File: src/rtl/cmp_pkg.sv
// cmp_pkg: shared state encoding, default bitmap geometry and width helpers
// for cmp_align_scorer and its leading-zero counter.
package cmp_pkg;

    typedef enum logic [1:0] {
        IDLE = 2'd0,
        LOAD = 2'd1,
        CMP  = 2'd2,
        DONE = 2'd3
    } state_t;

    // Geometry of the existing 24x64 glyph format.
    localparam int DEF_ROW_W = 24;
    localparam int DEF_ROWS  = 64;

    // Width of lshift: must hold 0..row_w (row_w means "no set pixel").
    function automatic int lsh_w(input int row_w);
        return $clog2(row_w + 1);
    endfunction

    // Width of dshift: must hold 0..rows (rows means "empty image").
    function automatic int dsh_w(input int rows);
        return $clog2(rows + 1);
    endfunction

    // Width of mismatch: must hold every pixel differing.
    function automatic int mis_w(input int row_w, input int rows);
        return $clog2(row_w * rows + 1);
    endfunction

    // Width of the row counter: indexes 0..rows-1.
    function automatic int cnt_w(input int rows);
        return (rows > 1) ? $clog2(rows) : 1;
    endfunction

endpackage

File: src/rtl/cmp_lzc.sv
// cmp_lzc: combinational leading-zero counter. Counts zeros from bit W-1
// downward; an all-zero input returns W.
module cmp_lzc import cmp_pkg::*; #(
    parameter int W = DEF_ROW_W
) (
    input  logic [W-1:0]          din,
    output logic [lsh_w(W)-1:0]   count
);

    localparam int CW = lsh_w(W);

    // Scan from LSB to MSB so the highest set bit makes the final assignment.
    always_comb begin
        // NOTE: count gets a default before the loop so every path assigns it and no latch is inferred.
        count = CW'(W);
        for (int i = 0; i < W; i++) begin
            if (din[i]) begin
                count = CW'(W - 1 - i);
            end
        end
    end

endmodule

File: src/rtl/cmp_align_scorer.sv
// cmp_align_scorer: buffers a candidate glyph bitmap, finds its top (dshift)
// and left (lshift) boundaries while loading, then scores an aligned
// comparison against a streamed reference template.
// Optional feature macro: CMP_EARLY_ABORT_EN (stop once mismatch exceeds
// ABORT_THRESH); the default build consumes every template row.
module cmp_align_scorer import cmp_pkg::*; #(
    parameter int ROW_W        = DEF_ROW_W,
    parameter int ROWS         = DEF_ROWS,
    parameter int ABORT_THRESH = 256
) (
    input  logic                          clk,
    input  logic                          rst,
    input  logic                          start,
    input  logic                          img_valid,
    output logic                          img_ready,
    input  logic [ROW_W-1:0]              img_row,
    input  logic                          tpl_valid,
    output logic                          tpl_ready,
    input  logic [ROW_W-1:0]              tpl_row,
    output logic                          busy,
    output logic                          done,
    output logic                          empty,
    output logic                          aborted,
    output logic [lsh_w(ROW_W)-1:0]       lshift,
    output logic [dsh_w(ROWS)-1:0]        dshift,
    output logic [mis_w(ROW_W, ROWS)-1:0] mismatch
);

    localparam int LSW = lsh_w(ROW_W);
    localparam int DSW = dsh_w(ROWS);
    localparam int MW  = mis_w(ROW_W, ROWS);
    localparam int CW  = cnt_w(ROWS);
    localparam int SW  = DSW + 1;

    state_t           state;
    state_t           state_next;
    logic [CW-1:0]    cnt;
    logic [ROW_W-1:0] buffer [ROWS];
    logic [LSW-1:0]   row_lzc;
    logic [SW-1:0]    src;
    logic [ROW_W-1:0] aligned;
    logic [ROW_W-1:0] diff;
    logic [MW-1:0]    pop;
    logic [MW-1:0]    mismatch_next;
    logic             img_fire;
    logic             tpl_fire;
    logic             last_row;
    logic             abort_hit;

    assign img_fire = img_ready && img_valid;
    assign tpl_fire = tpl_ready && tpl_valid;
    assign last_row = (cnt == CW'(ROWS - 1));

    cmp_lzc #(.W(ROW_W)) u_lzc (
        .din   (img_row),
        .count (row_lzc)
    );

    // Pick buffered row r+dshift, left-align it and count differing pixels.
    always_comb begin
        src     = {1'b0, dshift} + SW'(cnt);
        aligned = '0;
        if (src < SW'(ROWS)) begin
            aligned = buffer[CW'(src)] << lshift;
        end
        diff = aligned ^ tpl_row;
        pop  = '0;
        for (int i = 0; i < ROW_W; i++) begin
            pop = pop + MW'(diff[i]);
        end
        mismatch_next = mismatch + pop;
    end

`ifdef CMP_EARLY_ABORT_EN
    assign abort_hit = tpl_fire && (int'(mismatch_next) > ABORT_THRESH);
`else
    logic unused_abort_thresh;
    assign abort_hit           = 1'b0;
    assign unused_abort_thresh = ABORT_THRESH[0];
`endif

    // State register; rst wins over any in-flight job.
    always_ff @(posedge clk) begin
        // NOTE: sequential state uses non-blocking assignments so every register samples pre-edge values.
        if (rst) begin
            state <= IDLE;
        end else begin
            state <= state_next;
        end
    end

    // Next-state decode.
    always_comb begin
        state_next = state;
        case (state)
            IDLE:    if (start) state_next = LOAD;
            LOAD:    if (img_fire && last_row) state_next = CMP;
            CMP:     if (tpl_fire && (last_row || abort_hit)) state_next = DONE;
            DONE:    state_next = IDLE;
            default: state_next = IDLE;
        endcase
    end

    // Handshake and status outputs decoded from state.
    always_comb begin
        img_ready = 1'b0;
        tpl_ready = 1'b0;
        busy      = 1'b0;
        done      = 1'b0;
        case (state)
            LOAD: begin
                img_ready = 1'b1;
                busy      = 1'b1;
            end
            CMP: begin
                tpl_ready = 1'b1;
                busy      = 1'b1;
            end
            DONE:    done = 1'b1;
            default: ;
        endcase
    end

    // Row counter, boundary search and mismatch accumulation.
    always_ff @(posedge clk) begin
        if (rst) begin
            cnt      <= '0;
            lshift   <= '0;
            dshift   <= '0;
            empty    <= 1'b0;
            mismatch <= '0;
        end else begin
            case (state)
                IDLE: begin
                    if (start) begin
                        cnt      <= '0;
                        mismatch <= '0;
                        lshift   <= LSW'(ROW_W);
                        dshift   <= DSW'(ROWS);
                        empty    <= 1'b1;
                    end
                end
                LOAD: begin
                    if (img_fire) begin
                        cnt <= last_row ? '0 : cnt + 1'b1;
                        if (img_row != '0) begin
                            if (row_lzc < lshift) lshift <= row_lzc;
                            if (empty) begin
                                dshift <= DSW'(cnt);
                                empty  <= 1'b0;
                            end
                        end
                    end
                end
                CMP: begin
                    if (tpl_fire) begin
                        cnt      <= last_row ? '0 : cnt + 1'b1;
                        mismatch <= mismatch_next;
                    end
                end
                default: ;
            endcase
        end
    end

    // Image row buffer, filled in LOAD order.
    always_ff @(posedge clk) begin
        // NOTE: the buffer has no reset; LOAD rewrites every entry before CMP reads any.
        if (img_fire) begin
            buffer[cnt] <= img_row;
        end
    end

`ifdef CMP_EARLY_ABORT_EN
    // Sticky abort flag, cleared when the next job starts.
    always_ff @(posedge clk) begin
        if (rst) begin
            aborted <= 1'b0;
        end else if (state == IDLE && start) begin
            aborted <= 1'b0;
        end else if (state == CMP && abort_hit) begin
            aborted <= 1'b1;
        end
    end
`else
    assign aborted = 1'b0;
`endif

endmodule

File: config.mk
export PLATFORM = sky130hd
export DESIGN_NAME = cmp_align_scorer
export DESIGN_NICKNAME = d
export VERILOG_FILES = /design/src/rtl/cmp_pkg.sv /design/src/rtl/cmp_lzc.sv /design/src/rtl/cmp_align_scorer.sv
export SDC_FILE = /design/constraint.sdc
export NUM_CORES = 1
export LEC_CHECK = 0
export ABC_CLOCK_PERIOD_IN_PS = 14900
export CORE_UTILIZATION = 50
export DETAILED_ROUTE_END_ITERATION = 6
export PLACE_DENSITY = 0.71
export SYNTH_ARGS = -nofsm -noshare
export SYNTH_HDL_FRONTEND = slang
export SYNTH_SLANG_ARGS = --single-unit
File: constraint.sdc
create_clock -name clk -period 14.9 [get_ports clk]
set_input_delay 1.49 -clock clk [delete_from_list [all_inputs] [get_ports clk]]
set_output_delay 1.49 -clock clk [all_outputs]
set_load 0.02 [all_outputs]
=== Word level (Yosys, flattened, before mapping) ===
Memory sizes are Yosys's and may differ from the RTL's.
Cells that the tools add are included.

* Register bits: 32
* Bits in writable memories: 1536
* Output and inout port bits: 29
* Logic and storage cells: 122
* Memories: 1

* Add/subtract/negate cells: 26
* $lt $le $gt $ge: 2
* Equal/unequal tests: 12
* Shifts and indexed selects: 1
* Mux-type cells: 57
* Bitwise operators: 1
* Reductions and logical operators: 16

{| class="wikitable"
|+ Memory list
! memory !! depth !! bits a word !! read ports !! clocked after Yosys merged registers in !! wr ports !! RTL line !! source
|-
| buffer || 64 || 24 || 1 || 0 || 1 || cmp_align_scorer.sv:38 || <nowiki>logic [ROW_W-1:0] buffer [ROWS];</nowiki>
|}

{| class="wikitable"
|+ Operators by type and width
! operator !! number
|-
| adder 11 x 1 -> 11 bit || 13
|-
| two-way mux 5 bit || 20
|-
| two-way mux 4 bit || 8
|-
| two-way mux 7 bit || 4
|-
| two-way mux 24 bit || 1
|-
| two-way mux 6 bit || 4
|-
| nonzero test 24 bit || 1
|-
| left shift 24 x 5 -> 24 bit || 1
|-
| bitwise XOR 24 bit || 1
|-
| two-way mux 11 bit || 2
|-
| one-hot mux 11 bit (2 select lines) || 1
|-
| one-hot mux 6 bit (3 select lines) || 1
|-
| != test 2 bit (second input constant) || 8
|-
| one-hot mux 7 bit (2 select lines) || 1
|-
| adder 10 x 1 -> 11 bit || 1
|-
| adder 11 bit || 1
|-
| adder 9 x 1 -> 10 bit || 1
|-
| one-hot mux 5 bit (2 select lines) || 1
|-
| AND reduction 5 bit || 2
|-
| adder 8 x 1 -> 9 bit || 1
|-
| two-way mux 1 bit || 9
|-
| adder 7 x 1 -> 8 bit || 1
|-
| adder 7 x 6 -> 8 bit || 1
|-
| < comparator 8 x 7 -> 1 bit (second input constant) || 1
|-
| other kinds (21) || 30
|}

=== Longest topological paths before layout ===
Gate-level depths: netlist of run 1.
An unclocked memory read counts as a cell.

* Word-level depth: 31
* Depth in mapped cells: 37
* Gate-level depth less buffers: 33

=== Hierarchy ===
From an unflattened synthesis of run 1, not the netlist that was laid out.

* Cells, all modules: 3309
* Area, all modules: 63811.2 sq um

{| class="wikitable"
|+ By module, submodules not included
! module !! instances !! cells an instance !! area an instance (sq um) !! seq. area each (sq um)
|-
| cmp_align_scorer || 1 || 3261 || 63545.9 || 46764.9
|-
| cmp_lzc || 1 || 48 || 265.3 || 0.0
|}

=== Worst setup path after synthesis of run 1 ===
No wires, ideal clock.

* Kind: reg2reg
* Start point: register dshift[0]
* End point: register mismatch[9]
* Arrival: 8792 ps
* Data required time: 14828 ps
* Slack: 6036 ps
* Cell stages (with the launch flop): 36
* Buffers on the path: 3
* Path through: dfxtp_1 ha_1 inv_1 fa_1 xnor2_1 buf_4 buf_4 buf_1 mux2i_1 a32oi_1 nand4_1 nand4_1 mux2_2 mux4_2 mux2_2 mux2_1 nand2_1 nand4b_1 fa_1 inv_1 fa_1 fa_1 inv_1 fa_1 inv_1 fa_1 fa_1 inv_1 a21o_1 a21o_1 a21oi_1 o21bai_1 a21oi_1 or3b_2 or3_1 a21oi_1

* Cells in the longest elaborated chain, start to end: 31
* Elaborated cells on any way between the ends: 32

{| class="wikitable"
|+ RTL lines
! what !! RTL line !! source
|-
| start: declaration || cmp_align_scorer.sv:25 || <nowiki>output logic [dsh_w(ROWS)-1:0] dshift,</nowiki>
|-
| start signal: assignment || cmp_align_scorer.sv:139 || <nowiki>dshift <= DSW'(ROWS);</nowiki>
|-
| start signal: assignment || cmp_align_scorer.sv:149 || <nowiki>dshift <= DSW'(cnt);</nowiki>
|-
| adder 7 x 6 -> 8 bit (*) || cmp_align_scorer.sv:61 || <nowiki>src = {1'b0, dshift} + SW'(cnt);</nowiki>
|-
| memory (64 x 24 bit) || -- ||
|-
| left shift 24 x 5 -> 24 bit || cmp_align_scorer.sv:64 || <nowiki>aligned = buffer[CW'(src)] << lshift;</nowiki>
|-
| two-way mux 24 bit (*) || cmp_align_scorer.sv:63 || <nowiki>if (src < SW'(ROWS)) begin</nowiki>
|-
| bitwise XOR 24 bit (*) || cmp_align_scorer.sv:66 || <nowiki>diff = aligned ^ tpl_row;</nowiki>
|-
| adder 1 x 1 -> 2 bit || cmp_align_scorer.sv:69 || <nowiki>pop = pop + MW'(diff[i]);</nowiki>
|-
| adder 2 x 1 -> 3 bit || cmp_align_scorer.sv:69 ||
|-
| adder 3 x 1 -> 4 bit || cmp_align_scorer.sv:69 ||
|-
| (+4 left out) || -- ||
|-
| adder 8 x 1 -> 9 bit || cmp_align_scorer.sv:69 ||
|-
| adder 9 x 1 -> 10 bit || cmp_align_scorer.sv:69 ||
|-
| adder 10 x 1 -> 11 bit || cmp_align_scorer.sv:69 ||
|-
| adder 11 x 1 -> 11 bit (12 in series) || cmp_align_scorer.sv:69 ||
|-
| adder 11 x 1 -> 11 bit (*) || cmp_align_scorer.sv:69 ||
|-
| adder 11 bit (*) || cmp_align_scorer.sv:71 || <nowiki>mismatch_next = mismatch + pop;</nowiki>
|-
| two-way mux 11 bit (*) || cmp_align_scorer.sv:156 || <nowiki>if (tpl_fire) begin</nowiki>
|-
| one-hot mux 11 bit (2 select lines) (*) || cmp_align_scorer.sv:133 || <nowiki>case (state)</nowiki>
|-
| end signal: assignment || cmp_align_scorer.sv:158 || <nowiki>mismatch <= mismatch_next;</nowiki>
|-
| end: declaration || cmp_align_scorer.sv:26 || <nowiki>output logic [mis_w(ROW_W, ROWS)-1:0] mismatch</nowiki>
|}

Mark *: on every way between the ends. The rest lies on a longest branch, timed or not. The select of a mux whose other input is x is not followed.
A chain may end at the register's enable or synchronous reset.

=== Final worst setup path of run 1 ===
* Start point: register cnt[0]
* End point: register mismatch[9]

* Cells in the longest elaborated chain, start to end: 31
* Elaborated cells on any way between the ends: 32

{| class="wikitable"
|+ RTL lines
! what !! RTL line !! source
|-
| start: declaration || cmp_align_scorer.sv:37 || <nowiki>logic [CW-1:0] cnt;</nowiki>
|-
| start signal: assignment || cmp_align_scorer.sv:145 || <nowiki>cnt <= last_row ? '0 : cnt + 1'b1;</nowiki>
|-
| start signal: assignment || cmp_align_scorer.sv:157 || <nowiki>cnt <= last_row ? '0 : cnt + 1'b1;</nowiki>
|-
| adder 7 x 6 -> 8 bit (*) || cmp_align_scorer.sv:61 ||
|-
| memory (64 x 24 bit) || -- ||
|-
| left shift 24 x 5 -> 24 bit || cmp_align_scorer.sv:64 ||
|-
| two-way mux 24 bit (*) || cmp_align_scorer.sv:63 ||
|-
| bitwise XOR 24 bit (*) || cmp_align_scorer.sv:66 ||
|-
| adder 1 x 1 -> 2 bit || cmp_align_scorer.sv:69 ||
|-
| adder 2 x 1 -> 3 bit || cmp_align_scorer.sv:69 ||
|-
| adder 3 x 1 -> 4 bit || cmp_align_scorer.sv:69 ||
|-
| (+4 left out) || -- ||
|-
| adder 8 x 1 -> 9 bit || cmp_align_scorer.sv:69 ||
|-
| adder 9 x 1 -> 10 bit || cmp_align_scorer.sv:69 ||
|-
| adder 10 x 1 -> 11 bit || cmp_align_scorer.sv:69 ||
|-
| adder 11 x 1 -> 11 bit (12 in series) || cmp_align_scorer.sv:69 ||
|-
| adder 11 x 1 -> 11 bit (*) || cmp_align_scorer.sv:69 ||
|-
| adder 11 bit (*) || cmp_align_scorer.sv:71 ||
|-
| two-way mux 11 bit (*) || cmp_align_scorer.sv:156 ||
|-
| one-hot mux 11 bit (2 select lines) (*) || cmp_align_scorer.sv:133 ||
|}

Marked as above.

==> results of run 1 <==
[cell usage in the layout (no fill, tap or decap), types with 19 or more instances in the layout]
cell	n
nand3_1	47
fa_1	19
buf_4	126
nor2_2	62
edfxtp_1	1536
a21oi_1	50
nor2_1	77
and3_1	25
clkbuf_16	159
o21ai_0	31
buf_2	24
nor3_1	25
ha_1	25
dfxtp_1	32
inv_1	42
clkinv_1	33
nand2_1	211
mux2_2	28
clkdlybuf4s50_1	56
mux4_2	387
clkbuf_1	36
mux2i_1	195
[routing by layer]
metal	up-vias	global-route usage, %	part of all wire [%]
li1	13800	-	-
met1	17700	36.9	39
met2	1976	39.8	46
met3	333	6.69	11
met4	2	12.4	4.9
met5	-	0	0.0076
[cell families after synthesis]
kind of cell               after synthesis
muxes                                  611
xor gates and xnor gates                31
adders and majority gates               46
buffers and inverters                  229
other                                    1
and+or+nand+nor                        547
AOI/OAI and AO/OA                      254
DFF                                   1568
[sequential cells by signal (all words and copies together) (netlist names)]
signal    cells
mismatch     11
lshift        5
empty         1
cnt           6
state         2
dshift        7
buffer     1536
[critical path: cells and delay by family (launching register included)]
family,cells,cell delay [ps]
mux,4,1560
fa+ha+maj,8,4280
flops,1,660
compound gates,7,890
simple gates,7,2410
buf+inv,6,770
[layout make-up]
cell class | count | area share (%)
diodes | 3 | 0.0104
well taps | 1650 | 2.87
clock inverters | 66 | 0.815
inverters | 45 | 0.234
clock buffers | 195 | 5.71
multi-input cells | 1490 | 22.9
flip-flops and latches | 1568 | 64.9
repair buffers | 216 | 2.54
[final timing paths]
kind | from | endpoint | cells after the start | slack [ps]
setup / recovery | cnt[0]$_SDFFE_PP0P_ | mismatch[9]$_SDFFE_PP0P_ | 32 | 4000
hold / removal | empty$_SDFFE_PP0P_ | empty$_SDFFE_PP0P_ | 2 | 490
setup reg to reg | cnt[0]$_SDFFE_PP0P_ | mismatch[9]$_SDFFE_PP0P_ | 32 | 4000
hold reg to reg | empty$_SDFFE_PP0P_ | empty$_SDFFE_PP0P_ | 2 | 490
[power by group through the flow]
stage,sequential [mW],clock [mW],combinational (mW)
after global placement,4.98,0,3.68
final,4.89,3.69,3.67
after CTS,4.89,3.73,3.71
after global routing,4.89,3.89,4.07
after floorplan,4.98,0,2.78
after detailed placement,4.98,0,3.69
==> impl_metrics.toml, run 1 <==
[detailed_routing]
drc = 0
firstDrtPassIters = 6
wirelength_um = 171000
vias = 33800
drtAntennaViolNets = 0
dr.first_iter.drc_count = 4520
routedWlPerCell_um = 32.6
via_per_inst = 6.47

[grt]
first_global_vias = 33200
overflow = 0
grt_max_degree = 136
grt_util_all_layers_pct = 26.6
grt_pass1_wl_um = 243000
antenna_found_initial = 3

[layout]
fill_cells = 9162
utilization_pct = 57.0
final_cell_area_mm2 = 0.0720
finalNonFillerCells = 5233
layout-drive-gt1-share_pct = 23.8
areaGrowthSynthToFinish_pct = 12.4
seqCellArea_mm2 = 0.0468
multi_input_area_mm2 = 0.0165
finalNetCount = 3575

[flow_run]
drv_cap = 0

[power_and_ir_drop]
pwr-share-clk_pct = 30.1
pwr-share-comb_pct = 30.0
vdd_drop_max_uv = 520
p_total_mw = 12.3
p_int_mw = 8.62
switching_power_mw = 3.63
power.density_mw_per_mm2 = 170
seq_power_share_pct = 39.9
p_leak_nw = 23.9
switching_share_pct = 29.7

[worst_setup_path]
setup.worst_path.start_class = "register"
worstSetupPathType = "reg -> reg"
critPathCaptureType = "register"
crit_path_frequent_cell = "fa_1"
slowest_delay_ps = 1160
worstPathArrival_ps = 11600
required_ps = 15610
critPathMaxFanout = 96
crit_path_top_delay_cell = "fa_4"

[clock_network]
clk_pin_slew_ps = 60
cts_buffers = 155
cts_hold_buffers = 0
post_cts_resized = 0
clockBufferDepth = 3
insertion_delay_ps = 800
cts_setup_buffers = 0
htreeDepth = 4
tritoncts = "done"
cts_root_buffer = "clkbuf_16"
clkSinkCount = 1568

[synth]
synth_common_cells = "edfxtp_1, mux4_2, nand2_1"
ys_ff_latch = 1568
synth.net_count = 3386
synth_area_mm2 = 0.0641
synth_fa_ha_area_share_pct = 1.13
synth.most_common_cell = "edfxtp_1"
synth.distinct_cells = 72
synth_top_cell_by_area = "edfxtp_1"
synth_cells = 3287
yosysWarnings = 0
async_reset_ff_share_pct = 0
synth_xor_xnor_area_share_pct = 0.424
synth_top_cell_area_share_pct = 72.0
yosys-top-cells-area = "edfxtp_1, mux4_2, mux2i_1"
yosysSeqAreaShare_pct = 73.0
syn_avg_cell_area_um2 = 19.5
ys.flop_type = "edfxtp_1"
synth-compound-area-share_pct = 2.79
post_synth_mux_area_share_pct = 17.2
synthSimpleGateAreaFrac_pct = 3.87
synth_edf_count = 1536
synth_top_family_by_area = "multiplexers"

[placement]
dpl.hpwl_um = 99600
placed_area_mm2 = 0.0673
gp_congestion = 0.981
port_buffers = 80
dp_cells = 4969
place_ws_ps = 4100

[sta]
worst_slew_pin_slew_ps = 1200
slew_headroom_pct = 18.8
rsz0062_at_grt = "no"
fmax_mhz = 91.8
finalSetupViolations = 0
hold_viol = 0
slew_violations = 0
skew_ps = 22.8
worst_hold_slack_ps = 491
layout_min_cycle_time_ps = 10900
fin_crit_sh_pct = 73.1
tns_ps = 0
setup_slack_ps = 4000

[min_path]
hp-class = "reg -> reg"

[floorplanning]
die_h_um = 360
initial_core_util_pct = 50.7
die_x_um = 360
core_mm2 = 0.126
ios = 82
fp-row-count = 130
fp.dieArea_mm2 = 0.130

[outcome]
outcome = "complete, no violations"
Note: power is estimated with default switching activity, not from simulation.
==> inputs of run 2 (changes only) <==
--- a/config.mk
+++ b/config.mk
@@ -5,10 +5,10 @@
 export SDC_FILE = /design/constraint.sdc
 export NUM_CORES = 1
 export LEC_CHECK = 0
-export ABC_CLOCK_PERIOD_IN_PS = 14900
+export ABC_CLOCK_PERIOD_IN_PS = 8800
 export CORE_UTILIZATION = 50
 export DETAILED_ROUTE_END_ITERATION = 6
-export PLACE_DENSITY = 0.71
+export PLACE_DENSITY = 0.73
 export SYNTH_ARGS = -nofsm -noshare
 export SYNTH_HDL_FRONTEND = slang
 export SYNTH_SLANG_ARGS = --single-unit
==> constraint.sdc (replaced) <==
create_clock -name clk -period 8.8 [get_ports clk]
set_input_delay 0.88 -clock clk [delete_from_list [all_inputs] [get_ports clk]]
set_output_delay 0.88 -clock clk [all_outputs]
set_load 0.02 [all_outputs]
==> impl_metrics.toml, run 2 (synthesis gave the netlist of run 1 again) <==
[layout]
largestRegisters = "buffer (1536), mismatch (11), dshift (7)"
largest_reg_flops = 1536
top_register = "buffer"
layout-drive-gt1-share_pct = 34.1
multi_input_area_mm2 = 0.0171
mostFrequentLayoutCell = "edfxtp_1"
final_cell_mix = "edfxtp_1, buf_4, mux4_2, nand2_1, mux2i_1"
areaGrowthSynthToFinish_pct = 19.7
fill_cells = 8683
finalNonFillerCells = 5658
finalNetCount = 3986
seqCellArea_mm2 = 0.0468

[clock_network]
cts_buffers = 152
cts_root_buffer = "clkbuf_16"
tritoncts = "done"
clockBufferDepth = 3
clk_pin_slew_ps = 60
insertion_delay_ps = 770
clkSinkCount = 1568
htreeDepth = 4

[worst_setup_path]
critPathLaunch = "dshift[0]$_SDFFE_PP0P_"
worstPathArrival_ps = 9750
critPathCaptureType = "register"
worstSetupPathType = "reg -> reg"
crit_path_top_delay_cell = "fa_4"
endpoint = "mismatch[9]$_SDFFE_PP0P_"
crit_path_frequent_cell = "fa_1"
r2r_slack_ps = -240
r2r_end = "mismatch[9]$_SDFFE_PP0P_"
r2r-start = "dshift[0]$_SDFFE_PP0P_"
required_ps = 9500
r2r_cells = 38
setup.worst_path.start_class = "register"
slowest_delay_ps = 790
critPathMaxFanout = 15

[sta]
rsz0062_at_grt = "yes"
skew_ps = 29.5
layout_min_cycle_time_ps = 9040
slew_violations = 0
fin_crit_sh_pct = 103
setup_slack_ps = -244
tns_ps = -929
hold_viol = 0
fmax_mhz = 111
slew_headroom_pct = 30.5
finalSetupViolations = 5
worst_slew_pin_slew_ps = 1040

[placement]
gp_congestion = 0.967
dp_cells = 5329
port_buffers = 80
dpl.hpwl_um = 112000

[min_path]
hp-class = "in -> reg"
min_path_cells = 1

[power_and_ir_drop]
vdd_drop_max_uv = 1350
switching_share_pct = 30.1
p_leak_nw = 26.3
seq_power_share_pct = 35.9
pwr-share-comb_pct = 37.3
power.density_mw_per_mm2 = 301
pwr-share-clk_pct = 26.8
p_int_mw = 16.1
switching_power_mw = 6.95

[floorplanning]
core_mm2 = 0.126
ios = 82
fp.dieArea_mm2 = 0.130
die_x_um = 360
fp-row-count = 130
initial_core_util_pct = 50.7
die_h_um = 360

[detailed_routing]
wirelength_um = 184000
routedWlPerCell_um = 32.5
vias = 36300
firstDrtPassIters = 6
drtAntennaViolNets = 0
drc = 0
via_per_inst = 6.42
dr.first_iter.drc_count = 4769

[grt]
antenna_found_initial = 5
first_global_vias = 35700
grt_max_degree = 69
grt_pass1_wl_um = 262000
grt_util_all_layers_pct = 28.5
overflow = 0

[flow_run]
drv_cap = 0

[outcome]
violations = "negative setup slack"
outcome = "finished, violations left"
-- run 2: cell count changes in the layout (fill, tap and decap cells not counted), sizes merged --
cell	change
clkbuf	-8
clkinv	+20
bufbuf	+5
diode	+1
clkinvlp	+2
buf	+408
bufinv	-3
-- run 2: cell type report --
type                            count  area share (%)
Sequential cell                  1568            61.0
Tap cell                         1650            2.69
Clock inverter                     85           0.804
Multi-Input combinational cell   1490            22.3
Timing Repair Buffer              630            7.73
Clock buffer                      186            5.26
Inverter                           45           0.220
Antenna cell                        4          0.0131
-- run 2: worst min path at each step --
stage	from	endpoint	slack (ps)
after floorplan	state[0]$_SDFFE_PP0P_	state[0]$_SDFFE_PP0P_	510
after global placement	empty$_SDFFE_PP0P_	empty$_SDFFE_PP0P_	460
after detailed placement	empty$_SDFFE_PP0P_	empty$_SDFFE_PP0P_	470
after CTS	img_row[15]	buffer[22][15]$_DFFE_PP_	410
after global routing	img_row[15]	buffer[22][15]$_DFFE_PP_	440
final	img_row[15]	buffer[22][15]$_DFFE_PP_	460
-- run 2: power groups by stage --
stage          logic (mW)  registers [mW]  clock network [mW]
2_1_floorplan        4.70            8.43                   0
3_3_place_gp         7.63            8.43                   0
3_5_place_dp         7.71            8.44                   0
4_1_cts              8.37            8.28                6.24
5_1_grt              9.32            8.28                6.50
6_report             8.62            8.28                6.19
-- run 2: per-stage QoR --
step                hold slack, ps  total power [mW]  util (%)  instance area (um2)  setup slack, ps
CTS                            413              22.9      60.5                76400             -186
finish                         463              23.1      60.7                76700             -244
global placement               461              16.1      55.8                70500             -639
floorplan                      510              13.1         -                64100             18.4
global route                   437              24.1      60.7                76700             -462
detailed placement             470              16.1      55.8                70500             -666
-- run 2: repair_timing --
item                                    CTS  global route
endpoints found under the setup margin    7            10
gates cloned                             13             1
pin swaps                                47            45
setup buffers                            36             7
hold buffers                              0             0
gates resized for setup                 125            49
-- run 2: routing by layer --
layer	global-route usage [%]	up-vias	routed length, um	part of all wire [%]
met2	43.4	2401	84900	46
li1	-	14700	-	-
met1	39.6	18900	69500	38
met5	0	-	20	0.011
met4	13.5	2	9530	5.2
met3	5.89	410	20000	11
-- run 2: worst max-delay path, delay by kind of cell (launching register included) --
family                   cells  cell delay (ps)
buffers and inverters       12             1320
multiplexers                 3              930
AND/OR/NAND/NOR              6             1450
adder cells (fa/ha/maj)      8             3820
AO/OA/AOI/OAI                9             1050
flip-flops                   1              360
